## src/rtl/gp_engine_pkg.sv

```systemverilog
// Shared definitions for the command sequencer: entry field layout,
// command type and error encodings, and the sequencer state enum.
// No logic; imported by gp_cmd_sequencer.
package gp_engine_pkg;

  // Command entry layout (64-bit): {addr[31:2], data[31:0], type[1:0]}
  localparam int ENT_ADDR_MSB = 63;
  localparam int ENT_ADDR_LSB = 34;
  localparam int ENT_DATA_MSB = 33;
  localparam int ENT_DATA_LSB = 2;
  localparam int ENT_TYPE_MSB = 1;
  localparam int ENT_TYPE_LSB = 0;

  // Command types; 2'b10 and 2'b11 are illegal
  localparam logic [1:0] CMD_WRITE = 2'b00;
  localparam logic [1:0] CMD_RWM   = 2'b01;

  // err_code values
  localparam logic [1:0] ERR_NONE      = 2'b00;
  localparam logic [1:0] ERR_ILLEGAL   = 2'b01;
  localparam logic [1:0] ERR_TIMEOUT   = 2'b10;
  localparam logic [1:0] ERR_MALFORMED = 2'b11;

  typedef enum logic [3:0] {
    S_IDLE,
    S_FETCH,
    S_WAIT_CMD,
    S_DECODE,
    S_WR_REQ,
    S_RD_REQ,
    S_RD_WAIT,
    S_FETCH_VAL,
    S_WAIT_VAL,
    S_MOD_WR,
    S_DONE,
    S_ERR
  } state_t;

endpackage

```

## src/rtl/gp_cmd_sequencer.sv

```systemverilog
// Purpose: walks a command buffer from entry 0, issuing bus WRITEs and read-modify-writes until an all-zero end marker.
// Latency: fetch returns the cycle after cmd_rd_en; each command takes >= 4 cycles (fetch, wait, decode, bus phase).
// Backpressure: bus requests hold valid/addr/data until mst_i_ready; every wait phase is bounded by TIMEOUT_CYC.
//
// Ports:
//   clk, rst                  clock, synchronous active-high reset
//   start, abort              program control pulses
//   busy, done, err, err_code status (done is a one-cycle pulse, err/err_code sticky until next start)
//   exec_cnt                  completed commands, saturating at 255
//   cmd_rd_en/cmd_addr        command buffer fetch request and entry index
//   cmd_rd_valid/cmd_out      fetched entry
//   mst_o_*/mst_i_*           bus master request and response
module gp_cmd_sequencer
  import gp_engine_pkg::*;
#(
  parameter int CMD_WIDTH   = 64,
  parameter int CMD_DEPTH   = 128,
  parameter int ADDR_WIDTH  = 32,
  parameter int DATA_WIDTH  = 32,
  parameter int TIMEOUT_CYC = 256
) (
  input  logic                  clk,
  input  logic                  rst,
  input  logic                  start,
  input  logic                  abort,
  output logic                  busy,
  output logic                  done,
  output logic                  err,
  output logic [1:0]            err_code,
  output logic [7:0]            exec_cnt,
  output logic                  cmd_rd_en,
  output logic [ADDR_WIDTH-1:0] cmd_addr,
  input  logic                  cmd_rd_valid,
  input  logic [CMD_WIDTH-1:0]  cmd_out,
  output logic                  mst_o_valid,
  output logic [ADDR_WIDTH-1:0] mst_o_addr,
  output logic [DATA_WIDTH-1:0] mst_o_wr_data,
  output logic                  mst_o_rd0_wr1,
  input  logic                  mst_i_ready,
  input  logic [DATA_WIDTH-1:0] mst_i_rd_data,
  input  logic                  mst_i_rd_valid
);

  localparam int TW = $clog2(TIMEOUT_CYC + 1);
  localparam logic [TW-1:0]         TMO_LAST = TW'(TIMEOUT_CYC - 1);
  localparam logic [ADDR_WIDTH-1:0] DEPTH    = ADDR_WIDTH'(CMD_DEPTH);
  localparam logic [ADDR_WIDTH-1:0] ONE      = ADDR_WIDTH'(1);
  localparam logic [ADDR_WIDTH-1:0] TWO      = ADDR_WIDTH'(2);

  state_t                state, state_nxt;
  logic [ADDR_WIDTH-1:0] idx, idx_nxt;
  logic [CMD_WIDTH-1:0]  cmd_reg, cmd_nxt;
  logic [DATA_WIDTH-1:0] rd_reg, rd_nxt;
  logic [DATA_WIDTH-1:0] val_reg, val_nxt;
  logic [7:0]            cnt_nxt;
  logic                  err_nxt;
  logic [1:0]            code_nxt;
  logic [TW-1:0]         tmo_cnt;
  logic                  tmo_hit;
  logic                  in_wait;

  logic [ADDR_WIDTH-1:0] ent_addr;
  logic [DATA_WIDTH-1:0] ent_data;
  logic [1:0]            ent_type;
  logic [DATA_WIDTH-1:0] merged;
  logic [7:0]            cnt_inc;

  // The RWM entry stays in cmd_reg while the value entry is fetched, so its
  // address and mask remain available for the final write.
  assign ent_addr = ADDR_WIDTH'({cmd_reg[ENT_ADDR_MSB:ENT_ADDR_LSB], 2'b00});
  assign ent_data = DATA_WIDTH'(cmd_reg[ENT_DATA_MSB:ENT_DATA_LSB]);
  assign ent_type = cmd_reg[ENT_TYPE_MSB:ENT_TYPE_LSB];
  assign merged   = (rd_reg & ~ent_data) | (val_reg & ent_data);
  assign cnt_inc  = (exec_cnt == 8'hFF) ? exec_cnt : exec_cnt + 8'd1;

  assign in_wait = state inside {S_WAIT_CMD, S_WAIT_VAL, S_WR_REQ,
                                 S_RD_REQ, S_RD_WAIT, S_MOD_WR};
  assign tmo_hit = (tmo_cnt == TMO_LAST);

  always_comb begin
    state_nxt = state;
    idx_nxt   = idx;
    cmd_nxt   = cmd_reg;
    rd_nxt    = rd_reg;
    val_nxt   = val_reg;
    cnt_nxt   = exec_cnt;
    err_nxt   = err;
    code_nxt  = err_code;

    // Abort wins over start and over a command completing in the same cycle,
    // so nothing else is committed on that edge.
    if (abort && state != S_IDLE) begin
      state_nxt = S_IDLE;
    end else begin
      case (state)
        S_IDLE: begin
          if (start && !abort) begin
            idx_nxt   = '0;
            cnt_nxt   = '0;
            err_nxt   = 1'b0;
            code_nxt  = ERR_NONE;
            state_nxt = S_FETCH;
          end
        end
        S_FETCH: state_nxt = S_WAIT_CMD;
        S_WAIT_CMD: begin
          if (cmd_rd_valid) begin
            cmd_nxt   = cmd_out;
            state_nxt = S_DECODE;
          end else if (tmo_hit) begin
            state_nxt = S_ERR;
            code_nxt  = ERR_TIMEOUT;
          end
        end
        S_DECODE: begin
          if (cmd_reg == '0) begin
            state_nxt = S_DONE;
          end else if (ent_type == CMD_WRITE) begin
            state_nxt = S_WR_REQ;
          end else if (ent_type == CMD_RWM) begin
            // The last entry has no room for the value entry that must follow.
            if (idx == DEPTH - ONE) begin
              state_nxt = S_ERR;
              code_nxt  = ERR_MALFORMED;
            end else begin
              state_nxt = S_RD_REQ;
            end
          end else begin
            state_nxt = S_ERR;
            code_nxt  = ERR_ILLEGAL;
          end
        end
        S_WR_REQ: begin
          if (mst_i_ready) begin
            idx_nxt   = idx + ONE;
            cnt_nxt   = cnt_inc;
            state_nxt = (idx + ONE >= DEPTH) ? S_DONE : S_FETCH;
          end else if (tmo_hit) begin
            state_nxt = S_ERR;
            code_nxt  = ERR_TIMEOUT;
          end
        end
        S_RD_REQ: begin
          if (mst_i_ready) begin
            state_nxt = S_RD_WAIT;
          end else if (tmo_hit) begin
            state_nxt = S_ERR;
            code_nxt  = ERR_TIMEOUT;
          end
        end
        S_RD_WAIT: begin
          if (mst_i_rd_valid) begin
            rd_nxt    = mst_i_rd_data;
            state_nxt = S_FETCH_VAL;
          end else if (tmo_hit) begin
            state_nxt = S_ERR;
            code_nxt  = ERR_TIMEOUT;
          end
        end
        S_FETCH_VAL: state_nxt = S_WAIT_VAL;
        S_WAIT_VAL: begin
          if (cmd_rd_valid) begin
            if (cmd_out[ENT_TYPE_MSB:ENT_TYPE_LSB] == CMD_WRITE) begin
              val_nxt   = DATA_WIDTH'(cmd_out[ENT_DATA_MSB:ENT_DATA_LSB]);
              state_nxt = S_MOD_WR;
            end else begin
              state_nxt = S_ERR;
              code_nxt  = ERR_MALFORMED;
            end
          end else if (tmo_hit) begin
            state_nxt = S_ERR;
            code_nxt  = ERR_TIMEOUT;
          end
        end
        S_MOD_WR: begin
          if (mst_i_ready) begin
            idx_nxt   = idx + TWO;
            cnt_nxt   = cnt_inc;
            state_nxt = (idx + TWO >= DEPTH) ? S_DONE : S_FETCH;
          end else if (tmo_hit) begin
            state_nxt = S_ERR;
            code_nxt  = ERR_TIMEOUT;
          end
        end
        S_DONE:  state_nxt = S_IDLE;
        S_ERR:   state_nxt = S_IDLE;
        default: state_nxt = S_IDLE;
      endcase
    end

    if (state_nxt == S_ERR) err_nxt = 1'b1;
  end

  always_ff @(posedge clk) begin
    if (rst) begin
      state    <= S_IDLE;
      idx      <= '0;
      cmd_reg  <= '0;
      rd_reg   <= '0;
      val_reg  <= '0;
      exec_cnt <= '0;
      err      <= 1'b0;
      err_code <= ERR_NONE;
      tmo_cnt  <= '0;
    end else begin
      state    <= state_nxt;
      idx      <= idx_nxt;
      cmd_reg  <= cmd_nxt;
      rd_reg   <= rd_nxt;
      val_reg  <= val_nxt;
      exec_cnt <= cnt_nxt;
      err      <= err_nxt;
      err_code <= code_nxt;
      // Restart on every state change so each phase gets its own budget.
      if (state_nxt != state)
        tmo_cnt <= '0;
      else if (in_wait && !tmo_hit)
        tmo_cnt <= tmo_cnt + 1'b1;
    end
  end

  // Outputs decode directly from registered state, so abort or reset drops
  // every request on the following cycle.
  assign busy          = (state != S_IDLE);
  assign done          = (state == S_DONE);
  assign cmd_rd_en     = (state == S_FETCH) || (state == S_FETCH_VAL);
  assign cmd_addr      = (state == S_FETCH_VAL) ? idx + ONE : idx;
  assign mst_o_valid   = (state == S_WR_REQ) || (state == S_RD_REQ) || (state == S_MOD_WR);
  assign mst_o_rd0_wr1 = (state == S_WR_REQ) || (state == S_MOD_WR);
  assign mst_o_addr    = mst_o_valid ? ent_addr : '0;
  assign mst_o_wr_data = (state == S_WR_REQ) ? ent_data :
                         (state == S_MOD_WR) ? merged   : '0;

endmodule

```

## config.mk

```make
export PLATFORM = sky130hd
export DESIGN_NAME = gp_cmd_sequencer
export DESIGN_NICKNAME = d
export VERILOG_FILES = /design/src/rtl/gp_engine_pkg.sv /design/src/rtl/gp_cmd_sequencer.sv
export SDC_FILE = /design/constraint.sdc
export NUM_CORES = 1
export LEC_CHECK = 0
export CAP_MARGIN = 30
export CORE_MARGIN = 2
export CORE_UTILIZATION = 35
export DETAILED_ROUTE_END_ITERATION = 7
export SLEW_MARGIN = 20
export SYNTH_ARGS = -nofsm -noshare
export SYNTH_HDL_FRONTEND = slang
export SYNTH_SLANG_ARGS = --single-unit
```

## constraint.sdc

```tcl
create_clock -name clk -period 4.5 [get_ports clk]
set_input_delay 0.675 -clock clk [delete_from_list [all_inputs] [get_ports clk]]
set_output_delay 0.675 -clock clk [all_outputs]
set_load 0.03 [all_outputs]
```

# Word level (Yosys, flattened, before mapping)

Index checks and enable logic that the tools add are counted.

Bits in registers: 184
Latch bits: 0
RAM bits: 0
ROM bits: 0
Output and inout bits: 112
Logic and storage cells: 124
Memories kept: 0

$add $sub $neg: 4
$mul: 0
Div/mod/pow operators: 0
$lt $le $gt $ge: 2
Equal/unequal tests: 29
Shift operators: 0
Multiplexer cells: 45
Bitwise gates (word level): 5
Reductions and logical operators: 30

Operators by type and width:

| kind                    | count |
|---|---|
| $mux W32                | 7 |
| $pmux W32 S3            | 1 |
| $and A32 B32 Y32        | 2 |
| $ge A32 B8 Y1 const B   | 2 |
| $logic_not A64 Y1       | 1 |
| $mux W4                 | 15 |
| $pmux W4 S10            | 1 |
| $add A32 B1 Y32 const B | 1 |
| $add A32 B2 Y32 const B | 1 |
| $eq A32 B7 Y1 const B   | 1 |
| $not A32 Y32            | 1 |
| $or A32 B32 Y32         | 1 |
| $mux W2                 | 12 |
| $mux W8                 | 3 |
| $ne A2 B2 Y1 const B    | 9 |
| $eq A4 B3 Y1 const B    | 4 |
| $eq A4 B4 Y1 const B    | 4 |
| $pmux W8 S2             | 1 |
| $pmux W2 S6             | 1 |
| $reduce_bool A6 Y1      | 2 |
| $reduce_and A10 Y1      | 1 |
| $reduce_and A5 Y1       | 2 |
| $add A9 B1 Y9 const B   | 1 |
| $eq A9 B8 Y1 const B    | 1 |
| other kinds (22)        | 40 |

# Longest topological paths before layout

Depth in word-level cells: 10
Depth in mapped cells: 13
Depth with buffers taken out: 11

# Least setup slack after synthesis

No wires, ideal clock.

Kind: reg-to-output
Start point: reg idx[2]
End point: out cmd_addr[29]
Data arrival time: 2.890 ns
Setup slack: 0.935 ns
Stages on the path, launching flop included: 10
Buffers on the path: 2
Cell sequence: dfxtp_1 > ha_1 > clkbuf_1 > nand4_1 > or4_4 > buf_6 > nor3_1 > nor4b_1 > nand3_1 > xnor2_1

Longest elaborated chain between the ends: 2

RTL lines:

| what                   | line                    | RTL |
|---|---|---|
| start, declared        | gp_cmd_sequencer.sv:51  | `logic [ADDR_WIDTH-1:0] idx, idx_nxt;` |
| start signal, assigned | gp_cmd_sequencer.sv:207 | `idx <= idx_nxt;` |
| $add A32 B1 Y32        | gp_cmd_sequencer.sv:227 | `assign cmd_addr = (state == S_FETCH_VAL) ? idx + ONE : idx;` |
| $mux W32               | gp_cmd_sequencer.sv:227 |  |
| end, declared          | gp_cmd_sequencer.sv:32  | `output logic [ADDR_WIDTH-1:0] cmd_addr,` |

No other way between the ends.

# Final worst setup path

Ends and elaborated chain as after synthesis.

==> metrics.cfg <==
[critical_path]
cp_max_fo = 12
arrival_ps = 3650
cp-start-kind = register
required_ps = 3830
end_kind = output pin
setup.worst_path.class = reg2out

[logic_synthesis]
syn_area_um2 = 10700
synth_flop_cell = dfxtp_1
ys_types = 71
yosysSeqAreaShare_pct = 34.3
synth_warnings = 0
synth-seq-cells = 184
synth_edf_count = 0
netlist_instances = 1494
syn_avg_cell_area_um2 = 7.19
yosysTopAreaCell = dfxtp_1
yosys-top-cells-count = nand2_1, a21oi_1, dfxtp_1
synthTopCellsByArea = dfxtp_1, nand2_1, a21oi_1, clkbuf_1, mux2i_1
synth_top_area_share_pct = 34.3
yosysMostFrequentCell = nand2_1
async_reset_ff_share_pct = 0

[clock_tree]
clock-sinks = 184
path_clk_slew_ps = 80
cts_tree = done
cts_buffers = 17
hold_buffers = 0
clkLatencyLatePin_ps = 450
post-cts-setup-buffers = 0
cts_root_buffer = clkbuf_16
ctsHtreeMaxLevel = 4
clockBufferDepth = 2

[floorplan]
core_um2 = 30400
die_area_um2 = 32100
io_pins = 215
initial_core_util_pct = 35.3
die_w_um = 179
fp.dieH_um = 179
rows = 64

[placed_design]
dpl.hpwl_mm = 26.4
finalWeightedCongestion = 0.963
port_buffers = 212

[sta]
tightest_slew_ps = 968
setup_viol = 0
hold_viol_final = 0
finalCriticalPeriod_ps = 4330
clock.fmax_mhz = 231
fin_worst_skew_ps = 18.0
drv_slew = 0
relSlewSlack_pct = 35.5
fin_hold_ws_ps = 453
finalCritPeriodShare_pct = 96.1

[pwr]
leakage_nw = 4.43
p_int_mw = 2.58
cellPowerDensity_nw_per_um2 = 252
p_clk_share_pct = 44.6
finalPower_mw = 3.49
p_switching_mw = 0.918
power_frac_seq_pct = 47.0
p_comb_share_pct = 8.3
vdd_drop_max_mv = 0.255
p_sw_share_pct = 26.3

[global_routing]
grt_pass1_wl_mm = 59.6
grt_max_degree = 86
antenna_found_initial = 3
grt_usage_pct = 24.0
grt-ovfl-total = 0
grt_pass1_vias = 10700

[route]
wirelength_mm = 38.8
postRouteAntennaNets = 0
vias_per_cell = 5.57
drc = 0
wl_per_cell_um = 18.9
dr.pass1.iters = 6
vias = 11400
drtIter0Drc = 1278

[layout]
synthToLayoutAreaGrowth_pct = 29.0
diodes = 0
drive_above_1_share_pct = 6.39
largest_reg_flops = 64
final_nets = 1754

[flow_run]
drv.max_cap_violation_count = 0

[min_path]
hp-class = reg2reg

[outcome]
status = finished clean

## timing repair
action | in CTS | in global routing
gates resized for setup | 1 | 2
pin swaps | 0 | 0
setup endpoints to repair | 1 | 1
cloned | 0 | 0
## critical path, stage by stage, from the launching register on
cell and delay, ps:
dfxtp_1 430, ha_1 320, nand4_1 230, or4_4 560, nor3_2 280, nor4b_2 360
nand3_1 150, xnor2_1 180, clkdlybuf4s50_1 690
## final cells by class
class,instances,area (um^2)
clock inverter,13,155
clock buffer,19,443
tap,396,495
sequential,184,3680
fill,3162,16600
timing repair buffer,261,2510
multi-input combinational,1164,6500
inverter,17,63.8
## cell usage in the layout (no fill, tap or decap), types with 9 or more instances in the layout
cell,netlist,routed
and2_1,38,38
a31oi_1,15,15
clkdlybuf4s50_1,0,211
clkbuf_16,0,17
nand3_1,40,40
and3_1,10,9
inv_1,17,17
nor4_1,36,35
buf_4,5,48
nor2_1,76,76
xnor2_1,35,35
dfxtp_1,184,183
and4_1,12,12
nor3_1,36,34
a21oi_1,215,213
a211oi_1,19,19
nand4_1,39,39
o21ai_0,36,36
xor2_1,31,31
nand2_1,357,357
mux2i_1,36,36
or3_1,13,13
## power groups by stage
stage	logic, mW	registers, mW	clock network (mW)
floorplan	0.132	1.68	0
global placement	0.288	1.68	0
detailed placement	0.288	1.68	0
CTS	0.289	1.64	1.60
global route	0.311	1.64	1.66
finish	0.291	1.64	1.56
## cell families (layout without fill, tap and decap cells)
kind of cell	Yosys count	after routing	share of synthesized area, %
compound gates	364	364	20.2
xor+xnor	66	66	5.38
fa+ha+maj	6	6	0.699
buf+inv	147	310	5.49
flops	184	184	34.3
mux	37	37	3.46
other cells	1	2	0.0349
simple gates	689	689	30.4
## routing by layer
metal  up-vias  GRT usage, %  share of wire, %
li1       5558             -                 -
met1      5342          30.2                43
met2       455          38.2                46
met3        81          6.74               8.1
met4         6          10.2               3.2
met5         -             0              0.10
## per-stage QoR
stage | std cells | setup WS, ps | util, % | area [um^2] | setup TNS [ps]
floorplan | 1495 | 935 | - | 10700 | 0
global placement | 2021 | 441 | 43.5 | 13200 | 0
detailed placement | 2022 | 383 | 43.5 | 13200 | 0
CTS | 2054 | 82.5 | 45.5 | 13800 | 0
global route | 2054 | -4.13 | 45.5 | 13900 | -4.13
finish | 2054 | 174 | 45.5 | 13900 | 0
## path summary, 6_finish.rpt
path,start,end,slack (ps),cells after the start
max,idx[2],cmd_addr[29],170,8
min reg2reg,val_reg[28],val_reg[28],450,2
max reg2reg,idx[2],tmo_cnt[4],540,10
min,val_reg[28],val_reg[28],450,2
No activity file was read; power rests on OpenSTA's default activity.
==> RTL edit 1 (same settings) <==
Register the output `err_code` once more; this adds one clock of latency there. The other outputs are not delayed to match. Comments in the files are not updated.
--- a/src/rtl/gp_cmd_sequencer.sv
+++ b/src/rtl/gp_cmd_sequencer.sv
@@ -47,6 +47,8 @@
   localparam logic [ADDR_WIDTH-1:0] ONE      = ADDR_WIDTH'(1);
   localparam logic [ADDR_WIDTH-1:0] TWO      = ADDR_WIDTH'(2);
 
+  logic [1:0] err_code_s0;
+
   state_t                state, state_nxt;
   logic [ADDR_WIDTH-1:0] idx, idx_nxt;
   logic [CMD_WIDTH-1:0]  cmd_reg, cmd_nxt;
@@ -85,7 +87,7 @@
     val_nxt   = val_reg;
     cnt_nxt   = exec_cnt;
     err_nxt   = err;
-    code_nxt  = err_code;
+    code_nxt  = err_code_s0;
 
     // Abort wins over start and over a command completing in the same cycle,
     // so nothing else is committed on that edge.
@@ -200,7 +202,7 @@
       val_reg  <= '0;
       exec_cnt <= '0;
       err      <= 1'b0;
-      err_code <= ERR_NONE;
+      err_code_s0 <= ERR_NONE;
       tmo_cnt  <= '0;
     end else begin
       state    <= state_nxt;
@@ -210,7 +212,7 @@
       val_reg  <= val_nxt;
       exec_cnt <= cnt_nxt;
       err      <= err_nxt;
-      err_code <= code_nxt;
+      err_code_s0 <= code_nxt;
       // Restart on every state change so each phase gets its own budget.
       if (state_nxt != state)
         tmo_cnt <= '0;
@@ -231,5 +233,9 @@
   assign mst_o_wr_data = (state == S_WR_REQ) ? ent_data :
                          (state == S_MOD_WR) ? merged   : '0;
 
+  always_ff @(posedge clk) begin
+    err_code <= err_code_s0;
+  end
+
 endmodule
 
Behaviour: same outputs for any inputs over 4 cycles, from zero or initial values and one cycle with rst high; that may be too few to reach the edited logic, so the function may still have changed.
==> RTL edit 1 against the original RTL <==
- die area grew 0.10%
- maximum frequency increased by 0.63%
- sequential cell count up 2
- worst setup slack gained 0.027 ns
- routed wire length is 2.0% higher
- synthesized area increased by 0.10%
- power rose by 2.4%
- design area up 0.14%
- critical path type unchanged
- largest cell class unchanged
==> RTL edit 1: results (changes against the original RTL) <==
Synth:
- The portion of the post-synthesis area used by sequential elements came to 34.65% (+0.34 points).
- By count the netlist is led by 359 x sky130_fd_sc_hd__nand2_1, 222 x sky130_fd_sc_hd__a21oi_1, 186 x sky130_fd_sc_hd__dfxtp_1.
- The number of distinct library cell variants in the gate-level netlist after synthesis is 65 (-8.5%).
- In the post-synthesis netlist, the biggest area contributors are sky130_fd_sc_hd__dfxtp_1 35%, sky130_fd_sc_hd__nand2_1 13%, sky130_fd_sc_hd__a21oi_1 10%.

Status:
- The run finished with clean final reports.

Critical path:
- The maximum net fanout on the critical path is 9 (-3).
- The register-to-register setup slack came to 0.52 ns (-0.02 ns).
- The cell count of the worst reg-to-reg path was 8 (-2).
- The origin of the critical flop-to-flop path is idx[8].
- In this run the critical register-to-register path is captured at tmo_cnt[5].

STA:
- The slew at the pin with the worst max-slew slack is 0.9544 ns (-0.01338 ns).

Worst hold path:
- The number of cells on the worst hold path is 0 (-2).
- The hold path startpoint is err_code_s0[1].

Placed design:
- The estimated wirelength of the detail-placed design is 27.24 mm (+3.2%).

Power and ir drop:
- The static leakage came to 4.473 nW (+0.97%).
- The maximum vdd ir drop came to 0.0002250 V (-12%).
- The switching power as a share of total power was 27.27% (+0.99 points).

CTS:
- The number of gates resized after cts is 0 (-1).

Detailed routing:
- The first-pass iteration count of the detailed router is 5 (-1).
- The number of design-rule violations left by the first detailed-router iteration is 1188 (-7.0%).
- The via count of the routed design is 11625 (+1.6%).
- The post-detailed-route via-to-cell ratio came to 5.605 (+0.62%).

GRT:
- The pin count of the biggest net entering global routing is 152 (+77%).
- The via count of the first global-routing pass is 10523 (-1.5%).

Layout:
- The sequential cell area is 3724 sq um (+1.1%).
- The final net count is 1771 (+0.97%).
-- RTL edit 1: changes by cell type in the layout (fill, tap and decap cells not counted), sizes merged, moves of 5 or more --
cell    delta
nor2b      +5
xnor2      -7
a21oi      +8
nor3       +5
a211oi     -6
o21ai     +14
nor2      +15
a31oi     -11
-- RTL edit 1: critical path, cell delays in order (launching register included) --
cell	delay, ns
sky130_fd_sc_hd__dfxtp_1	0.58
sky130_fd_sc_hd__ha_1	0.30
sky130_fd_sc_hd__nand3_1	0.26
sky130_fd_sc_hd__nor2_1	0.65
sky130_fd_sc_hd__nand3_1	0.34
sky130_fd_sc_hd__nor2_1	0.21
sky130_fd_sc_hd__xor2_1	0.15
sky130_fd_sc_hd__clkdlybuf4s50_1	0.68
-- RTL edit 1: routing by layer --
| metal | vias up | GRT usage, % | wire length, microns | part of all wire (%) |
|---|---|---|---|---|
| li1 | 5619 | - | - | - |
| met1 | 5475 | 33.64 | 17900 | 45 |
| met2 | 467 | 35.79 | 17680 | 45 |
| met3 | 62 | 5.237 | 2971 | 7.5 |
| met4 | 2 | 7.661 | 988 | 2.5 |
| met5 | - | 0 | 9 | 0.023 |
-- RTL edit 1: cell type report --
class | instances | area share [%]
Timing Repair Buffer | 257 | 17.89
Inverter | 15 | 0.4059
Clock buffer | 20 | 3.364
Antenna cell | 3 | 0.05412
Sequential cell | 186 | 26.84
Clock inverter | 12 | 0.9290
Tap cell | 396 | 3.572
Multi-Input combinational cell | 1185 | 46.94
-- RTL edit 1: worst max path at each step --
stage / end / depth (start not counted) / slack [ns] / start
after floorplan: tmo_cnt[0] / 9 / 1.29 / idx[1]
after global placement: exec_cnt[5] / 9 / 0.75 / mst_i_ready
after detailed placement: tmo_cnt[5] / 10 / 0.62 / idx[0]
after CTS: cmd_addr[26] / 7 / 0.18 / idx[0]
after global routing: cmd_addr[18] / 7 / 0.005 / idx[0]
final: cmd_addr[18] / 7 / 0.20 / idx[0]
-- RTL edit 1: cell families (layout without fill, tap and decap cells) --
group           count (synthesis)  after routing  share of synthesized area [%]
compound gates                374            374                          20.72
xor+xnor                       61             61                          4.972
fa+ha+maj                       6              6                         0.6985
buf+inv                       140            304                          5.123
flops                         186            186                          34.65
mux                            35             35                          3.260
other cells                     1              5                        0.03489
simple gates                  707            707                          30.54
-- RTL edit 1: power groups by stage --
| stage | combinational (mW) | sequential (mW) | clock (mW) |
|---|---|---|---|
| 3_5_place_dp | 0.360 | 1.71 | 0 |
| 3_3_place_gp | 0.362 | 1.71 | 0 |
| 4_1_cts | 0.363 | 1.67 | 1.56 |
| 5_1_grt | 0.391 | 1.68 | 1.62 |
| 6_report | 0.364 | 1.67 | 1.54 |
| 2_1_floorplan | 0.187 | 1.71 | 0 |
==> RTL edit 2 (same flow settings) <==
Made on the original files. The parameter `DATA_WIDTH` goes from 32 to 48.
--- a/src/rtl/gp_cmd_sequencer.sv
+++ b/src/rtl/gp_cmd_sequencer.sv
@@ -16,7 +16,7 @@
   parameter int CMD_WIDTH   = 64,
   parameter int CMD_DEPTH   = 128,
   parameter int ADDR_WIDTH  = 32,
-  parameter int DATA_WIDTH  = 32,
+  parameter int DATA_WIDTH  = 48,
   parameter int TIMEOUT_CYC = 256
 ) (
   input  logic                  clk,
Interface: changed (resized mst_i_rd_data and mst_o_wr_data); port bits go from 215 to 247. The function was not compared with the original's and may differ.
==> RTL edit 2 against the original RTL <==
- register-to-register slack worse by 0.14 ns
- highest routed layer unchanged
- sequential cell count up 16
- largest cell class unchanged
- routed wire length up 8.0%
- die area up 5.2%
- design area up 6.6%
- maximum frequency up 4.2%
- worst setup slack better by 0.18 ns
- global-route usage up 0.27 points
- synthesized area up 5.3%
- combinational power up 13%
- power up 7.9%
==> RTL edit 2: results (changes against the original RTL) <==
Placed design:
- The estimated wirelength of the detail-placed design came to 29.33 mm (+11%).
- The number of instances in the placed design is 2129 (+5.3%).
- The routability congestion estimate from global placement is 0.9462 (-1.7%).

Critical path:
- The register-to-register setup slack was 0.40 ns (-0.14 ns).
- The maximum cell stage delay along the critical path was 0.75 ns (+0.06 ns).

Synth:
- The synthesized-area fraction occupied by ao, oa, aoi and oai cells came to 19.17% (-1.0 points).
- The share of cell area taken by muxes after synthesis is 3.309% (-0.15 points).

Layout:
- The final-layout clock buffer total is 18 (-1).
- The antenna diode instance count came to 1 (+1).
- The post-route standard cell area excluding fillers is 14770 sq um (+6.6%).
- The layout filler cell count is 3225 (+2.0%).
- The combined area of the multi-input logic cells came to 6718 sq um (+3.4%).
- The sequential cell area is 4004 sq um (+8.7%).

GRT:
- The overall track demand over capacity in global routing is 24.22% (+0.27 points).
- The number of antenna violations at the first check in global routing is 4 (+1).
- The fraction of met2 tracks used by global routing is 40.47% (+2.3 points).
- The via count of the first global-routing pass is 11361 (+6.3%).

Power and ir drop:
- The maximum vdd ir drop is 0.0002308 V (-9.6%).
- The static leakage is 4.779 nW (+7.9%).

Status:
- The flow ran to the end, and the final reports show no timing, DRC or antenna violations.

CTS:
- The total clock sinks is 200 (+8.7%).

Detailed routing:
- The total met2 wirelength after detailed routing is 19.74 mm (+11%).
- The total wirelength of the detailed-routed design was 41.86 mm (+8.0%).
- The routed wirelength normalized by instance count was 19.36 microns (+2.6%).
- The via count of the routed design is 11935 (+4.3%).
==> RTL edit 2: cell types whose count changed in the layout (fill, tap and decap cells not counted), sizes merged, moves of 15 or more <==
cell / unedited run / this run
a21oi: 215 / 249
clkdlybuf4s50: 211 / 243
nand2: 357 / 389
dfxtp: 184 / 200
nand3: 40 / 24
and2: 38 / 53
==> RTL edit 2: worst min-delay path by stage <==
stage / startpoint / endpoint / slack (ns)
2_1_floorplan: rd_reg[32] / rd_reg[32] / 0.43
3_3_place_gp: rd_reg[37] / rd_reg[37] / 0.44
3_5_place_dp: rd_reg[40] / rd_reg[40] / 0.44
4_1_cts: rd_reg[40] / rd_reg[40] / 0.45
5_1_grt: rd_reg[40] / rd_reg[40] / 0.47
6_report: rd_reg[40] / rd_reg[40] / 0.45
==> RTL edit 2: where the power goes <==
group	switching, mW	total (mW)	internal, mW	leakage [nW]
registers	0.0145	1.79	1.78	1.61
clock network	0.862	1.65	0.786	0.304
logic	0.175	0.328	0.153	2.86
